`config.mk`:
```
export PLATFORM = sky130hd
export DESIGN_NAME = rr_burst_arb_flat
export DESIGN_NICKNAME = d
export VERILOG_FILES = /design/src/rtl/rr_burst_arb_if.sv /design/src/rtl/rr_burst_arb.sv /design/src/flat_wrapper.sv
export SDC_FILE = /design/constraint.sdc
export NUM_CORES = 1
export LEC_CHECK = 0
export CAP_MARGIN = 15
export CORE_MARGIN = 5
export CORE_UTILIZATION = 33
export DETAILED_ROUTE_END_ITERATION = 6
export PLACE_DENSITY = 0.64
export SYNTH_ARGS = -nofsm -noshare
export SYNTH_HDL_FRONTEND = slang
export SYNTH_SLANG_ARGS = --single-unit
```
`constraint.sdc`:
```
create_clock -name clk -period 1.9 [get_ports clk]
set_input_delay 0.475 -clock clk [delete_from_list [all_inputs] [get_ports clk]]
set_output_delay 0.475 -clock clk [all_outputs]
set_load 0.01 [all_outputs]
```
`src/rtl/rr_burst_arb_if.sv`:
```
// Requester/engine bundle for rr_burst_arb; signal directions are named from the arbiter side.
interface rr_burst_arb_if #(
  parameter int NREQ = 4,
  parameter int LENW = 4,
  parameter int IDW  = 2
) ();
  logic [NREQ-1:0]      req_i;
  logic [NREQ*LENW-1:0] len_i;
  logic [NREQ-1:0]      gnt_o;
  logic                 do_o;
  logic [LENW-1:0]      beat_cnt_o;
  logic                 done_o;
  logic [IDW-1:0]       done_id_o;
  logic                 busy_o;

  modport master (
    output req_i, len_i,
    input  gnt_o, do_o, beat_cnt_o, done_o, done_id_o, busy_o
  );

  modport slave (
    input  req_i, len_i,
    output gnt_o, do_o, beat_cnt_o, done_o, done_id_o, busy_o
  );
endinterface

```
`src/rtl/rr_burst_arb.sv`:
```
// Non-preemptive round-robin arbiter that runs one winner's burst on a shared run/last engine.
// Define ARB_FIXED_PRIO_EN to replace round robin with fixed lowest-index-wins priority.
module rr_burst_arb #(
  parameter int NREQ = 4,
  parameter int LENW = 4,
  parameter int IDW  = 2
) (
  input  logic           clk,
  input  logic           rst_n,
  rr_burst_arb_if.slave  bus
);

  typedef enum logic [1:0] {
    IDLE = 2'd0,
    RUN  = 2'd1,
    LAST = 2'd2
  } state_e;

  state_e          state_q, state_d;
  logic [NREQ-1:0] gnt_q;
  logic [LENW-1:0] rem_q;
  logic [LENW-1:0] beat_cnt_q;
  logic [IDW-1:0]  cur_id_q;
  logic [IDW-1:0]  done_id_q;

  logic            win_found;
  logic [IDW-1:0]  win_idx;
  logic [LENW-1:0] win_len;
  logic [LENW-1:0] eff_len;

`ifdef ARB_FIXED_PRIO_EN
  // NOTE: every signal written in an always_comb gets a default first, so no path leaves it unassigned and no latch is inferred.
  always_comb begin
    win_found = 1'b0;
    win_idx   = '0;
    for (int k = NREQ - 1; k >= 0; k--) begin
      if (bus.req_i[k]) begin
        win_found = 1'b1;
        win_idx   = IDW'(k);
      end
    end
  end
`else
  logic [IDW-1:0]    ptr_q;
  logic [2*NREQ-1:0] req_dbl;
  logic [NREQ-1:0]   req_rot;

  // Rotate so the scan always starts at bit 0; the lowest set bit of req_rot is the winner's offset from ptr.
  always_comb begin
    req_dbl   = {bus.req_i, bus.req_i} >> ptr_q;
    req_rot   = req_dbl[NREQ-1:0];
    win_found = 1'b0;
    win_idx   = '0;
    for (int k = NREQ - 1; k >= 0; k--) begin
      if (req_rot[k]) begin
        win_found = 1'b1;
        win_idx   = IDW'((int'(ptr_q) + k) % NREQ);
      end
    end
  end

  always_ff @(posedge clk or negedge rst_n) begin
    if (!rst_n) begin
      ptr_q <= '0;
    end else if (state_q == LAST) begin
      ptr_q <= (cur_id_q == IDW'(NREQ - 1)) ? '0 : cur_id_q + 1'b1;
    end
  end
`endif

  always_comb begin
    win_len = '0;
    for (int k = 0; k < NREQ; k++) begin
      if (IDW'(k) == win_idx) win_len = bus.len_i[k*LENW +: LENW];
    end
    eff_len = (win_len == '0) ? LENW'(1) : win_len;
  end

  // State register
  always_ff @(posedge clk or negedge rst_n) begin
    if (!rst_n) state_q <= IDLE;
    else        state_q <= state_d;
  end

  // Next-state logic
  always_comb begin
    state_d = IDLE;
    case (state_q)
      IDLE:    state_d = win_found ? RUN : IDLE;
      RUN:     state_d = (rem_q == LENW'(1)) ? LAST : RUN;
      LAST:    state_d = IDLE;
      default: state_d = IDLE;
    endcase
  end

  // Output decode from registered state only
  always_comb begin
    bus.do_o   = 1'b0;
    bus.done_o = 1'b0;
    bus.busy_o = 1'b0;
    case (state_q)
      RUN: begin
        bus.do_o   = 1'b1;
        bus.busy_o = 1'b1;
      end
      LAST: begin
        bus.done_o = 1'b1;
        bus.busy_o = 1'b1;
      end
      default: ;
    endcase
  end

  // Burst datapath; len is captured only at grant, so later changes cannot affect the running burst.
  // NOTE: sequential state uses non-blocking assignments so every register sees pre-edge values regardless of statement order.
  always_ff @(posedge clk or negedge rst_n) begin
    if (!rst_n) begin
      gnt_q      <= '0;
      rem_q      <= '0;
      beat_cnt_q <= '0;
      cur_id_q   <= '0;
      done_id_q  <= '0;
    end else begin
      case (state_q)
        IDLE: begin
          if (win_found) begin
            gnt_q      <= NREQ'(1) << win_idx;
            rem_q      <= eff_len;
            beat_cnt_q <= '0;
            cur_id_q   <= win_idx;
          end
        end
        RUN: begin
          rem_q <= rem_q - 1'b1;
          if (rem_q == LENW'(1)) begin
            beat_cnt_q <= '0;
            done_id_q  <= cur_id_q;
          end else begin
            beat_cnt_q <= beat_cnt_q + 1'b1;
          end
        end
        LAST: begin
          gnt_q      <= '0;
          beat_cnt_q <= '0;
        end
        default: begin
          gnt_q      <= '0;
          rem_q      <= '0;
          beat_cnt_q <= '0;
        end
      endcase
    end
  end

  assign bus.gnt_o      = gnt_q;
  assign bus.beat_cnt_o = beat_cnt_q;
  assign bus.done_id_o  = done_id_q;

endmodule

```
`src/flat_wrapper.sv`:
```
// flat-port wrapper written by rule: the top's interface ports become plain ports
module rr_burst_arb_flat 
#(
  parameter int NREQ = 4,
  parameter int LENW = 4,
  parameter int IDW  = 2
)
  (clk, rst_n, bus_req_i, bus_len_i, bus_gnt_o, bus_do_o, bus_beat_cnt_o, bus_done_o, bus_done_id_o, bus_busy_o);
  rr_burst_arb_if #(.NREQ(NREQ), .LENW(LENW), .IDW(IDW)) bus_i ();
  input  logic clk;
  input  logic rst_n;
  input wire logic [$bits(bus_i.req_i)-1:0] bus_req_i;
  input wire logic [$bits(bus_i.len_i)-1:0] bus_len_i;
  output wire logic [$bits(bus_i.gnt_o)-1:0] bus_gnt_o;
  output wire logic [$bits(bus_i.do_o)-1:0] bus_do_o;
  output wire logic [$bits(bus_i.beat_cnt_o)-1:0] bus_beat_cnt_o;
  output wire logic [$bits(bus_i.done_o)-1:0] bus_done_o;
  output wire logic [$bits(bus_i.done_id_o)-1:0] bus_done_id_o;
  output wire logic [$bits(bus_i.busy_o)-1:0] bus_busy_o;
  assign bus_i.req_i = bus_req_i;
  assign bus_i.len_i = bus_len_i;
  assign bus_gnt_o = bus_i.gnt_o;
  assign bus_do_o = bus_i.do_o;
  assign bus_beat_cnt_o = bus_i.beat_cnt_o;
  assign bus_done_o = bus_i.done_o;
  assign bus_done_id_o = bus_i.done_id_o;
  assign bus_busy_o = bus_i.busy_o;
  rr_burst_arb #(.NREQ(NREQ), .LENW(LENW), .IDW(IDW)) u_core (.clk(clk), .rst_n(rst_n), .bus(bus_i));
endmodule
```
After elaboration in Yosys (flattened, before gate mapping)
Cells that the tools add are included.

Bitwise operators: 2. Equal/unequal tests: 8. Muxes and demuxes: 27. Reduce and logical (&&, ||, !) cells: 8. $add $sub $neg: 6. Shift-type cells: 2.

Operators by type and width (count): $mux 4 (9); $pmux 4 s2 (2); $mux 2 (6); $pmux 4 s3 (1); $mux 1 (8); $reduce_and 2->1 (4); $shr 8x2->4 (1); $add 2x1->2 const B (2); $add 2x2->2 const B (2); $add 4x1->4 const B (1); $eq 2x2->1 const A (2); $eq 2x2->1 const B (2); $eq 4x1->1 const B (1); $logic_not 2->1 (2); $logic_not 4->1 (1); $pmux 2 s2 (1); $shl 1x2->4 const A (1); $sub 4x1->4 const B (1); $eq 1x2->1 const A (1); $eq 2x1->1 const B (1); $ne 2x1->1 const B (1); $not 1->1 (2); $reduce_or 2->1 (1).

Output and inout bits: 13. Bits of input ports: 22. Word-level logic and storage cells: 60. Register bits after elaboration: 20.

Logic depth before layout (Yosys ltp)
Gate-level depths: netlist of the first run.

Word-level depth: 14. Gate-level depth with buffers: 9. Mapped depth without buffers: 7.

Least setup slack after synthesis of the first run
No wires, ideal clock.

Kind: input -> register. From: input bus_req_i[1]. To: register u_core.rem_q[1]. Required time: 1.773 ns. Setup time: 0.127 ns. Data arrival time: 1.859 ns. Path buffers: 0. Slack: -0.086 ns. Cell stages on the path: 6. Cells stage by stage: inv_2 > o211a_1 > nor3_4 > mux4_2 > a221oi_2 > a21oi_2.

Longest elaborated chain between the ends: 14. Elaborated cells on any way between the ends: 23. Those cells by class: 4 x eq/ne; 1 x shift; 15 x mux; 3 x reduce/logical.

Ends and longest elaborated chain: start, declared (line flat_wrapper.sv:12) `input wire logic [$bits(bus_i.req_i)-1:0] bus_req_i;`; $shr 8x2->4 * (line rr_burst_arb.sv:50) `req_dbl = {bus.req_i, bus.req_i} >> ptr_q;`; $mux 2 (4 in series) (line rr_burst_arb.sv:55) `if (req_rot[k]) begin`; $logic_not 2->1 (line rr_burst_arb.sv:74) `if (IDW'(k) == win_idx) win_len = bus.len_i[k*LENW +: LENW];`; $mux 4 (4 in series) (line rr_burst_arb.sv:74); $logic_not 4->1 (line rr_burst_arb.sv:76) `eff_len = (win_len == '0) ? LENW'(1) : win_len;`; $mux 4 (line rr_burst_arb.sv:76); $mux 4 (line rr_burst_arb.sv:126) `if (win_found) begin`; $pmux 4 s3 (line rr_burst_arb.sv:124) `case (state_q)`; end signal, assigned (line rr_burst_arb.sv:128) `rem_q <= eff_len;`; end signal, assigned (line rr_burst_arb.sv:134) `rem_q <= rem_q - 1'b1;`; end, declared (line rr_burst_arb.sv:21) `logic [LENW-1:0] rem_q;`.

Mark *: on every way between the ends. The rest lies on a longest branch, timed or not. The select of a mux whose other input is x is not followed. A chain may end at the register's enable or synchronous reset.

Worst setup path after layout of the first run
Ends and elaborated chain as after synthesis.

==> results of run 1 <==
## power groups by stage
stage	sequential [mW]	clock [mW]	combinational [mW]
2_1_floorplan	0.782	0	0.866
3_3_place_gp	0.774	0	1.51
3_5_place_dp	0.791	0	1.54
4_1_cts	0.784	0.280	1.52
5_1_grt	0.817	0.306	1.70
6_report	0.784	0.268	1.54
## cell usage after synthesis, types with 2 or more instances
master and number:
nor2b_1 3, mux2_2 6, buf_2 2, inv_1 6, nor2_1 6, nand2b_1 5, nand2_1 10, a22o_1 5
o21ai_0 13, a21oi_1 2, nand3_1 10, dfrtp_1 20, a211oi_1 3, a21boi_0 2, or3_1 2, ha_1 7
a32o_1 2, nor3_1 2, o211a_1 2
## final timing paths
| path | from | endpoint | depth (start not counted) |
|---|---|---|---|
| setup / recovery | bus_req_i[1] | u_core.rem_q[1]$_DFFE_PN0P_ | 7 |
| hold / removal | u_core.bus.beat_cnt_o[2]$_DFFE_PN0P_ | u_core.bus.beat_cnt_o[2]$_DFFE_PN0P_ | 1 |
| setup reg to reg | u_core.ptr_q[1]$_DFFE_PN0P_ | u_core.rem_q[1]$_DFFE_PN0P_ | 7 |
| hold reg to reg | u_core.bus.beat_cnt_o[2]$_DFFE_PN0P_ | u_core.bus.beat_cnt_o[2]$_DFFE_PN0P_ | 1 |
| max in group asynchronous | rst_n | u_core.bus.gnt_o[2]$_DFFE_PN0P_ | 2 |
| min in group asynchronous | rst_n | u_core.rem_q[0]$_DFFE_PN0P_ | 2 |
## repair_timing
item | 4_1_cts | 5_1_grt
setup endpoints to repair | 14 | 4
pin swaps | 5 | 6
resized for setup | 10 | 3
buffers inserted | 0 | 2
hold buffers | 0 | 0
## critical path, stage by stage
cell and delay, ps:
dlygate4sd2_1 220, inv_2 60, o211a_1 250, nor3_4 190
mux4_2 550, a221oi_2 250, a21oi_2 40
## cells by family after synthesis
group           after synthesis  synth area share
compound gates               40            0.2325
buf+inv                      10           0.03362
mux                           7           0.06916
fa+ha+maj                     7           0.06724
flops                        20            0.3842
simple gates                 48            0.2133
## flip-flops by register name, summed over array words and instances, names as in the netlist
| name | cells |
|---|---|
| u_core.bus.beat_cnt_o | 4 |
| u_core.cur_id_q | 2 |
| u_core.rem_q | 4 |
| u_core.bus.done_id_o | 2 |
| u_core.state_q | 2 |
| u_core.bus.gnt_o | 4 |
| u_core.ptr_q | 2 |
## final cells by class
class,instances,area [um2]
clock buffers,3,41.29
fillers,345,1814
inverters,7,26.28
multi-input cells,102,768.2
flip-flops and latches,20,500.5
well taps,48,60.06
repair buffers,60,533.0
## per-layer routing
| layer | vias up | wire length [um] | part of all wire | track usage |
|---|---|---|---|---|
| met4 | 0 | 57 | 0.017 | 0.04508 |
| met2 | 22 | 1656 | 0.49 | 0.2244 |
| met5 | - | 0 | 0 | 0 |
| li1 | 609 | - | - | - |
| met3 | 6 | 120 | 0.035 | 0.03444 |
| met1 | 600 | 1577 | 0.46 | 0.1838 |
## per-stage QoR
step | utilization | TNS (ps) | power [mW] | cells
2_1_floorplan | - | -69.19 | 1.648 | 132
3_3_place_gp | 0.4983 | -4640 | 2.284 | 235
3_5_place_dp | 0.4983 | -5290 | 2.331 | 235
4_1_cts | 0.5077 | -60.26 | 2.586 | 238
5_1_grt | 0.5154 | -113.0 | 2.826 | 240
6_report | 0.5154 | -14.86 | 2.589 | 240
## layout by cell type (no fill, tap or decap), types with 2 or more instances in the layout
cell / count
inv_1: 5
inv_2: 2
a22o_1: 5
ha_1: 7
dfrtp_1: 20
dlygate4sd2_1: 6
nand3_1: 10
nand2_1: 9
nor2b_1: 3
buf_4: 25
nor3_1: 2
or3_1: 2
a21boi_0: 2
a32o_1: 2
nand2b_1: 5
nor2_1: 6
mux2_2: 6
a21oi_1: 2
clkbuf_8: 3
clkdlybuf4s50_1: 27
a211oi_1: 3
o21ai_0: 13
==> summary.md, run 1 <==
| Metric | Value |
|---|---|
| Cell Area, Placed | 0.001866 mm2 |
| Routed via count | 1237 |
| IO buf count | 34 |
| Die height | 72.83 um |
| Number of DRC markers in iteration 0 | 61 |
| CP endpoint kind | flop |
| Final ANT Viol Nets | 0 |
| H-tree levels | 1 |
| Die width | 72.83 um |
| Final setup vio count | 1 |
| Worst setup SP type | primary input |
| Final worst slack | -14.86 ps |
| Largest net degree at the start of global routing | 21 |
| Worst Path Arrival | 2050 ps |
| Peak supply drop | 0.8088 mV |
| Asr flop ratio synth | 1.000 |
| Final Cell Area | 0.001929 mm2 |
| CTS tree | done |
| Synthesis-to-finish area growth | 48.13% |
| Post-Place Setup Slack | -559.1 ps |
| Area leader, netlist | dfrtp_1 |
| Least-Margin Pin Slew | 313.0 ps |
| Ant. Diodes | 0 |
| Initial Util | 0.3479 |
| Max Slew Vio Count | 0 |
| R2R Setup Slk | 10 ps |
| Via density | 5.154 |
| Worst Path Max Fanout | 4 |
| Netlist cell types | 43 |
| # clock sinks | 20 |
| Fin crit share | 1.008 |
| Final Hold Fails | 0 |
| Post-Route WL | 3411 um |
| Relative slew slack | 0.7886 |
| Clk pwr share | 0.103 |
| WP data required | 2040 ps |
| Post-Synthesis Cells | 132 |
| Std cell rows | 22 |
| Grt total ovfl | 0 |
| Initial antenna violation count | 0 |
| Logic pwr share | 0.594 |
| Sequential area share after synthesis | 0.3842 |
| Initial DRT Pass Iterations | 4 |
| Flops & latches, synth | 20 |
| Max Cap Viol | 0 |
| EDFF count, synth | 0 |
| Worst hold slack | 520.6 ps |
| Core box area | 0.003744 mm2 |
| CTS root buf | clkbuf_8 |
| # DRC | 0 |
| Yosys Warn Count | 0 |
| Post-route minimum period | 1915 ps |
| Total nets after synthesis | 161 |
| Clk_skew | 1.185 ps |
| Die Area | 0.005303 mm2 |
| Crit Path Class | in -> reg |
| Global-route wire length before repair | 5796 um |
| # IOs | 35 |
| Gr usage total | 0.1397 |
| Dominant synthesized flop cell | dfrtp_1 |
| Synth Cell Area | 0.001302 mm2 |
| Fraction of layout instances using a drive strength above 1 | 0.2813 |
| FMAX | 522.2 MHz |
| RSZ-0062 raised after global routing | true |
| Hold crit path type | reg -> reg |
| Power per Cell Area | 1342 mW/mm2 |
| CTS buffer count | 3 |
| Maximum clock path buffer count | 2 |
| Failing checks | setup timing |
| Nets | 223 |
| Synth Area per Inst | 9.867 um2 |
| Internal power | 1.601 mW |
| Worst-path clk slew | 70 ps |
| Switching share of total power | 0.3815 |
| Sw Pwr | 0.9878 mW |
| DPL Wire Length | 2858 um |
| Top cells by area, synth | dfrtp_1 38%, ha_1 6.7%, mux2_2 5.2%, o21ai_0 5.0%, nand3_1 3.8% |
| Flop pwr share | 0.303 |
| Status | complete, but fails checks |
| Area share of the leading cell type in the synthesized netlist | 0.3842 |
| Vias in the first global route | 1289 |
| Leak | 0.8578 nW |
| Worst-skew pair later-pin latency | 250 ps |
| GPL Wtd Cong | 0.9235 |
| Routed WL per cell | 14.21 um |
No activity file was read; power rests on OpenSTA's default activity.
==> run 2, diff against run 1 <==
--- a/config.mk
+++ b/config.mk
@@ -9,4 +9,5 @@
 export CORE_MARGIN = 5
 export CORE_UTILIZATION = 33
+export CTS_CLUSTER_DIAMETER = 50
 export DETAILED_ROUTE_END_ITERATION = 6
 export PLACE_DENSITY = 0.64
==> constraint.sdc (replaced) <==
create_clock -name clk -period 1.9 [get_ports clk]
set_input_delay 0.475 -clock clk [delete_from_list [all_inputs] [get_ports clk]]
set_output_delay 0.475 -clock clk [all_outputs]
set_load 0.005 [all_outputs]
==> run 2 against run 1 <==
Against the previous run: the run still ends with setup timing left; power grew 5.1%; combinational power up 5%; sequential power hardly changed; die area unchanged; clock skew is 2.7 ps higher; worst setup slack worse by 2.5 ps; sequential share of layout area shrank 1.1 points; critical endpoint unchanged.
==> summary.md, run 2 (same netlist as run 1, synthesis figures left out) <==
| Metric | Value |
|---|---|
| Routed via count | 1265 (was 1237) |
| Worst-skew pair later-pin latency | 260 ps (was 250 ps) |
| # DRC | 0 (unchanged) |
| FMAX | 521.5 MHz (was 522.2 MHz) |
| CP endpoint kind | flop (unchanged) |
| Most frequent cells in the layout | 27 x clkdlybuf4s50_1, 26 x buf_4, 19 x dfrtp_1 (was 27 x clkdlybuf4s50_1, 25 x buf_4, 20 x dfrtp_1) |
| Die height | 72.83 um (unchanged) |
| Post-Place Setup Slack | -577.4 ps (was -559.1 ps) |
| Worst-path clk slew | 80 ps (was 70 ps) |
| Final non-filler cell total | 242 (was 240) |
| Global-route wire length before repair | 5865 um (was 5796 um) |
| Post-route minimum period | 1917 ps (was 1915 ps) |
| Max Cap Viol | 0 (unchanged) |
| Max Slew Vio Count | 0 (unchanged) |
| Crit path buffers/inverters | 0 (was 2) |
| Worst Path Max Fanout | 5 (was 4) |
| Worst Path Arrival | 2070 ps (was 2050 ps) |
| Die width | 72.83 um (unchanged) |
| Worst Setup SP | u_core.ptr_q[1]$_DFFE_PN0P_ (was bus_req_i[1]) |
| H-tree levels | 1 (unchanged) |
| Initial antenna violation count | 0 (unchanged) |
| Worst hold slack | 513.2 ps (was 520.6 ps) |
| Number of DRC markers in iteration 0 | 68 (was 61) |
| Vias in the first global route | 1230 (was 1289) |
| Commonest non-fill, non-tap cell in the layout | clkdlybuf4s50_1 (unchanged) |
| Power per Cell Area | 1345 mW/mm2 (was 1342 mW/mm2) |
| Grt total ovfl | 0 (unchanged) |
| WP data required | 2050 ps (was 2040 ps) |
| Synthesis-to-finish area growth | 55.33% (was 48.13%) |
| Initial DRT Pass Iterations | 4 (unchanged) |
| Placed insts | 235 (unchanged) |
| # clock sinks | 20 (unchanged) |
| Leak | 0.8844 nW (was 0.8578 nW) |
| Maximum clock path buffer count | 2 (unchanged) |
| Routed WL per cell | 15.02 um (was 14.21 um) |
| Hold bufs inserted after CTS | 0 (unchanged) |
| CP top delay family | multiplexers (unchanged) |
| Gr usage total | 0.1413 (was 0.1397) |
| CP max-delay cell | mux4_2 (unchanged) |
| Final worst slack | -17.40 ps (was -14.86 ps) |
| GPL Wtd Cong | 0.9090 (was 0.9235) |
| CTS tree | done (unchanged) |
| Final ANT Viol Nets | 0 (unchanged) |
| Relative slew slack | 0.7599 (was 0.7886) |
| Critical R2R Launch | u_core.ptr_q[1]$_DFFE_PN0P_ (unchanged) |
| Die Area | 0.005303 mm2 (unchanged) |
| CP max stage delay | 550 ps (about the same) |
| CTS root buf | clkbuf_8 (unchanged) |
| Initial Util | 0.3479 (unchanged) |
| Fin crit share | 1.009 (was 1.008) |
| IO buf count | 34 (unchanged) |
| Crit path cell chain | and2_4 -> o21a_4 -> nor3_4 -> mux4_2 -> a221oi_2 -> a21oi_2 (was dlygate4sd2_1 -> inv_2 -> o211a_1 -> nor3_4 -> mux4_2 -> a221oi_2 -> a21oi_2) |
| Via density | 5.227 (was 5.154) |
| Largest net degree at the start of global routing | 21 (unchanged) |
| RSZ-0062 raised after global routing | true (unchanged) |
| Nets | 224 (was 223) |
| Fraction of layout instances using a drive strength above 1 | 0.3299 (was 0.2813) |
| Std cell rows | 22 (unchanged) |
| Hold crit path type | reg -> reg (unchanged) |
| Ant. Diodes | 0 (unchanged) |
| Status | complete, but fails checks (unchanged) |
| # IOs | 35 (unchanged) |
| Final setup vio count | 1 (unchanged) |
| Worst setup SP type | flop (was primary input) |
| Least-Margin Pin Slew | 358.5 ps (was 313.0 ps) |
| Crit Path Class | reg -> reg (was in -> reg) |
| Final Hold Fails | 0 (unchanged) |
| Clk_skew | 3.898 ps (was 1.185 ps) |
| Core Util, Final | 0.5404 (was 0.5154) |
| Hold Startpoint | u_core.bus.done_id_o[1]$_DFFE_PN0P_ (was u_core.bus.beat_cnt_o[2]$_DFFE_PN0P_) |
| CTS buffer count | 3 (unchanged) |
| Peak supply drop | 0.8177 mV (was 0.8088 mV) |
| Post-Route WL | 3634 um (was 3411 um) |
| Failing checks | setup timing (unchanged) |
| Core box area | 0.003744 mm2 (unchanged) |
| DPL Wire Length | 2870 um (was 2858 um) |
## run 2: per-stage QoR
step	total power, mW	cell area, um2	setup TNS (ps)
floorplan	1.601	1303	-69.19
global placement	2.245	1866	-4959
detailed placement	2.294	1866	-5379
CTS	2.671	1942	-77.22
global route	2.966	2023	-111.9
finish	2.722	2023	-17.40
## run 2: power by group
part / switching, mW / internal (mW)
Sequential: 0.172 / 0.613
Combinational: 0.701 / 0.907
Clock: 0.145 / 0.185
## run 2: worst register-to-register path, delay by kind of cell (launching register included)
kind / cells / cell delay, ps
DFF: 1 / 450
AOI/OAI and AO/OA: 3 / 490
muxes: 1 / 550
and+or+nand+nor: 2 / 310
## run 2: cell type report
class                      instances  area, um2
tap                               48      60.06
fill                             341       1720
timing repair buffer              61      544.3
inverter                           7      26.28
clock buffer                       4      55.05
multi-input combinational        102      835.8
sequential                        20      501.7
## run 2: final timing paths
kind | endpoint | slack (ps) | cells after the start
min in group asynchronous | u_core.rem_q[0]$_DFFE_PN0P_ | 550 | 2
max | u_core.rem_q[1]$_DFFE_PN0P_ | -20 | 6
min reg2reg | u_core.bus.done_id_o[1]$_DFFE_PN0P_ | 510 | 1
max in group asynchronous | u_core.ptr_q[1]$_DFFE_PN0P_ | 1120 | 2
min | u_core.bus.done_id_o[1]$_DFFE_PN0P_ | 510 | 1
max reg2reg | u_core.rem_q[1]$_DFFE_PN0P_ | -20 | 6
## run 2: timing repair
| action | in CTS | in global routing |
|---|---|---|
| pin swaps | 3 | 9 |
| endpoints found under the hold margin | 0 | 0 |
| setup endpoints to repair | 14 | 5 |
| setup buffers | 2 | 2 |
| resized for setup | 10 | 19 |
## run 2: per-layer routing
metal / share of wire / wire length, um / vias to the layer above / global-route usage
met5: 0 / 0 / - / 0
met4: 0.012 / 45 / 0 / 0.03689
met3: 0.053 / 193 / 6 / 0.03719
met2: 0.50 / 1816 / 39 / 0.2345
met1: 0.43 / 1578 / 603 / 0.1816
li1: - / - / 617 / -
==> edit 1 (config.mk and constraints of run 2) <==
Encoding of `state_e`: now one-hot (3 bits for 3 states).
--- a/src/rtl/rr_burst_arb.sv
+++ b/src/rtl/rr_burst_arb.sv
@@ -12,6 +12,6 @@
 
-  typedef enum logic [1:0] {
-    IDLE = 2'd0,
-    RUN  = 2'd1,
-    LAST = 2'd2
+  typedef enum logic [2:0] {
+    IDLE = 3'b001,
+    RUN  = 3'b010,
+    LAST = 3'b100
   } state_e;
Function: no difference found for any inputs over 10 cycles, from zero or initial values and one cycle with rst_n low; not proved beyond that.
==> edit 1 against run 2 <==
- the run still ends with setup timing left
- sequential power shrank 6.4%
- total power shrank 17%
- non-clock buffer count grew 3
- combinational power shrank 25%
- sequential cell count grew 1
- global-route usage grew 0.22 points
- wire length shrank 2.5%
- count of clock-buffer cells in the layout shrank 1
- synthesized area shrank 6.4%
- core utilization shrank 1.6 points
- worst setup slack lost 0.11 ns
- design area shrank 6.6%
- critical path type unchanged
- largest cell class unchanged
==> edit 1: results (changes against run 2) <==
Parameter                              Value

Placement
  Port buffer count    34 (unchanged)
  HPWL after detailed placement    2820 µm (-1.7%)
  Weighted congestion at the end of routability-driven global placement    0.819 (-9.9%)

Clock network
  Register clock-pin slew on the reported worst setup and hold paths    0.08 ns (about the same)
  Buffer levels on the longest clock path    2 (unchanged)
  H-tree lvl count    1 (unchanged)
  CTS Buf Count    3 (unchanged)
  Clock latency on the worst-skew pair    between 0.2 and 0.3 ns
  Root buffer selected by CTS    clkbuf_8

Routing
  Wirelength, routed    3540 µm (-2.5%)
  Number of vias per cell after detailed routing    4.90 (-6.3%)
  Detailed Route Iter0 Violations    67 (-1.5%)
  Drt pass-1 iters    4 (unchanged)
  Number of nets with antenna violations after detailed routing    0 (unchanged)

Logic synthesis
  Number of nets in the synthesized netlist    164 (+1.9%)
  Sequential cell area fraction in the yosys report    43.2% (+4.8 points)
  Unique masters post-synth    35 (-19%)
  Fraction of synthesis flops using an asynchronous set or reset pin    100% (unchanged)
  Syn. warnings    0 (unchanged)
  Cell types with the highest counts after synthesis    nand2_1 (23), dfrtp_1 (20), o21ai_0 (12)
  Leading register cell type out of synthesis    dfrtp_1
  Cell types occupying the most area after synthesis    dfrtp_1 (41%), nand2_1 (7.1%), o21ai_0 (4.9%)

Global routing
  Via count of the first global-routing pass    1297 (+5.4%)
  Maximum number of pins on one net before global-route repair    22 (+4.8%)
  Wire length of the first global-routing pass    5880 µm (+0.22%)
  Number of antenna violations at the first check in global routing    0 (unchanged)
  Global Route Usage Sum    14.4% (+0.22 points)

Worst setup path
  Critical-path top delay cell    mux4_2
  Stage delay of the slowest cell on the critical path    0.46 ns (-0.09 ns)
  Top Family by Delay on Critical Path    compound AO/OA/AOI/OAI gates
  Maximum fanout encountered on the critical timing path    4 (-1)
  Crit path DAT    2.21 ns (+0.14 ns)

Final layout
  NumNets Final    229 (+2.2%)
  Filler instances    327 (-4.1%)
  Fraction of layout instances using a drive strength above 1    25.2% (-7.7 points)
  Ant. Diodes    0 (unchanged)

Outcome
  Result of the run    finished, violations left
  Violated checks    setup timing

Timing
  Aggregate negative setup slack    -0.246 ns (-0.229 ns)
  Final setup violation count    3 (+2)
  Final setup slack of the worst path    -0.131 ns (-0.113 ns)
  Hold slack    0.509 ns (-0.00382 ns)
  Largest clock skew in the final design    0.00644 ns (+0.00254 ns)
  Rel. slew slack    76.7% (+0.73 points)

Pwr
  VDD IR max    0.000408 V (-50%)
  Pint    1.40 mW (-18%)
  Cell leakage power    0.929 nW (+5.1%)

Worst hold path
  Kind of path behind the tightest hold check    flip-flop to flip-flop

Run
  Max-cap violation count    0 (unchanged)
-- edit 1: worst register-to-register path, delay by kind of cell (launching register included) --
| kind | cells | cell delay [ns] |
|---|---|---|
| and+or+nand+nor | 2 | 0.52 |
| DFF | 1 | 0.43 |
| AOI/OAI and AO/OA | 3 | 0.54 |
| muxes | 1 | 0.46 |
-- edit 1: layout make-up --
cell class / count / share of cell area (%)
inverters: 9 / 1.79
clock inverters: 1 / 0.397
repair buffers: 64 / 29.1
flip-flops and latches: 21 / 27.9
clock buffers: 3 / 2.18
well taps: 48 / 3.18
multi-input cells: 104 / 35.4
-- edit 1: path summary, 6_finish.rpt --
path / depth (start not counted) / end / from
min: 1 / u_core.bus.done_id_o[1]$_DFFE_PN0P_ / u_core.bus.done_id_o[1]$_DFFE_PN0P_
min reg2reg: 1 / u_core.bus.done_id_o[1]$_DFFE_PN0P_ / u_core.bus.done_id_o[1]$_DFFE_PN0P_
max reg2reg: 6 / u_core.rem_q[0]$_DFFE_PN0P_ / u_core.ptr_q[1]$_DFFE_PN0P_
min in group asynchronous: 2 / u_core.bus.gnt_o[0]$_DFFE_PN0P_ / rst_n
max: 6 / u_core.rem_q[0]$_DFFE_PN0P_ / u_core.ptr_q[1]$_DFFE_PN0P_
max in group asynchronous: 2 / u_core.state_q[0]$_DFF_PN1_ / rst_n
-- edit 1: logic make-up (layout without fill, tap and decap cells) --
logic type,Yosys count,in the layout,share of synthesized area [%]
AO/OA/AOI/OAI,33,33,18.5
flip-flops,21,21,43.2
buffers and inverters,13,77,4.11
AND/OR/NAND/NOR,61,61,23.9
multiplexers,6,6,6.16
adder cells (fa/ha/maj),4,4,4.11
-- edit 1: what timing repair did --
action                                  4_1_cts  5_1_grt
pin swaps                                     3        1
gates resized for setup                      12        6
endpoints found under the setup margin       10        7
setup buffers                                 2        1
-- edit 1: metrics by stage --
stage / instances / cell area (µm²) / worst slack (ns) / utilization [%] / power, mW
4_1_cts: 249 / 1880 / -0.127 / 52.0 / 2.24
6_report: 250 / 1890 / -0.131 / 52.4 / 2.25
3_3_place_gp: 243 / 1810 / -0.637 / 50.2 / 1.87
5_1_grt: 250 / 1890 / -0.183 / 52.4 / 2.42
3_5_place_dp: 243 / 1810 / -0.690 / 50.2 / 1.92
2_1_floorplan: 138 / 1230 / -0.186 / - / 1.34
-- edit 1: layer usage --
metal	vias to the layer above	track usage, %	wire length [µm]
li1	616	-	-
met1	589	17.1	1520
met2	15	26.2	1890
met3	4	2.56	89
met4	0	4.18	38
met5	-	0	0
-- edit 1: power by group through the flow --
stage	logic [mW]	clock network, mW	registers (mW)
6_report	1.20	0.308	0.735
5_1_grt	1.32	0.336	0.755
4_1_cts	1.19	0.319	0.730
3_5_place_dp	1.17	0	0.743
3_3_place_gp	1.13	0	0.735
2_1_floorplan	0.629	0	0.714
==> edit 2 (flow settings as in run 2) <==
Without the edit above. The option `ARB_FIXED_PRIO_EN` is turned on by a define.
--- a/src/rtl/rr_burst_arb.sv
+++ b/src/rtl/rr_burst_arb.sv
@@ -2,2 +2,4 @@
 // Define ARB_FIXED_PRIO_EN to replace round robin with fixed lowest-index-wins priority.
+`define ARB_FIXED_PRIO_EN
+
 module rr_burst_arb #(
Formal check against the unedited RTL: not equivalent (a bounded check fails within 10 cycles, from zero or initial values and one cycle with rst_n low).
==> edit 2 against run 2 <==
- wire length decreased by 12%
- critical path type is now input pin to flip-flop
- sequential power decreased by 14%
- synthesized area decreased by 10%
- design area decreased by 14%
- synthesized cell count decreased by 3.8%
- worst setup slack improved by 0.11 ns
- core utilization decreased by 2.6 points
- via count decreased by 9.2%
- sequential cell count decreased by 2
- total power decreased by 26%
- critical path depth unchanged
- critical endpoint is now u_core.rem_q[3]$_DFFE_PN0P_
==> edit 2: results (changes against run 2) <==
Parameter                              Value

Outcome
  Result of the run    finished, final reports clean

Routing
  Post-DR wirelength/cell    14.1 µm (-5.9%)
  Detailed Route Iter0 Violations    56 (-18%)
  Via count    1148 (-9.2%)
  Routed length on met1    1450 µm (-8.2%)

Logic synthesis
  Cell types occupying the most area after synthesis    dfrtp_1 (38%), ha_1 (6.4%), o21ai_0 (5.1%)
  Cell types with the highest counts after synthesis    dfrtp_1 (18), nand2_1 (13), o21ai_0 (12)
  Number of nets in the synthesized netlist    155 (-3.7%)
  Unique masters post-synth    42 (-2.3%)
  Synth Instances    127 (-3.8%)
  Sequential cell area fraction in the yosys report    38.5% (about the same)

Final layout
  Final standard cell count with taps included and fillers excluded    227 (-6.2%)
  NumNets Final    210 (-6.3%)
  Fraction of layout instances using a drive strength above 1    25.4% (-7.6 points)

Worst setup path
  Critical Path Source    bus_req_i[3]
  Top Family by Delay on Critical Path    compound AO/OA/AOI/OAI gates
  Path depth of the worst reg2reg path    7 (+1)
  Maximum fanout encountered on the critical timing path    7 (+2)
  End of the critical path    u_core.rem_q[3]$_DFFE_PN0P_
  Critical-path top delay cell    clkdlybuf4s50_1
  Worst setup slack for register-to-register paths    0.21 ns (+0.23 ns)
  Crit path DAT    2.02 ns (-0.05 ns)

Global routing
  GR Layer Usage met1    16.8% (-1.3 points)
  Global Route Usage Sum    13.7% (-0.47 points)
  Met2 Use GR    23.5% (+0.070 points)
  Wire length of the first global-routing pass    5370 µm (-8.5%)
  Maximum number of pins on one net before global-route repair    19 (-9.5%)

Placement
  Weighted congestion at the end of routability-driven global placement    0.873 (-3.9%)
  HPWL after detailed placement    2600 µm (-9.4%)
  Pre-CTS WS    -0.251 ns (+0.327 ns)
  Cell total after placement    222 (-5.5%)

Worst hold path
  Kind of path behind the tightest hold check    input pin to asynchronous set/reset pin

Timing
  Hold slack    0.492 ns (-0.0213 ns)
  Final Cycle Share    95.4% (-5.6 points)
  Rel. slew slack    77.6% (+1.7 points)

Clock network
  Clock latency on the worst-skew pair    0.30 ns (+0.04 ns)
  Root buffer selected by CTS    clkbuf_4
  Quantity of gates resized following cts    5 (-5)
  Post-CTS Setup Bufs    1 (-1)
  Register clock-pin slew on the reported worst setup and hold paths    0.12 ns (+0.04 ns)

Pwr
  VDD IR max    0.000767 V (-6.2%)
  Switching portion of total power    37.5% (+0.13 points)
## edit 2: cell count changes in the layout (fill, tap and decap cells not counted), moves of 3 or more
cell / change
clkbuf_4: +3
buf_4: -4
nand2_1: +3
clkbuf_8: -3
a21oi_1: +6
clkdlybuf4s50_1: +3
mux2_2: -3
nor2_1: +6
nand3_1: -9
## edit 2: cell families (layout without fill, tap and decap cells)
family | Yosys count | in the layout | synth area share, %
DFF | 18 | 18 | 38.5
adders and majority gates | 6 | 6 | 6.41
AOI/OAI and AO/OA | 40 | 40 | 24.0
muxes | 3 | 3 | 2.88
and+or+nand+nor | 47 | 47 | 22.4
buffers and inverters | 13 | 67 | 5.77
## edit 2: cell type report
type	count	area, µm²	area share [%]
Sequential cell	18	450	25.8
Tap cell	46	57.6	3.30
Timing Repair Buffer	56	508	29.1
Inverter	7	26.3	1.51
Clock buffer	4	36.3	2.08
Multi-Input combinational cell	96	666	38.2
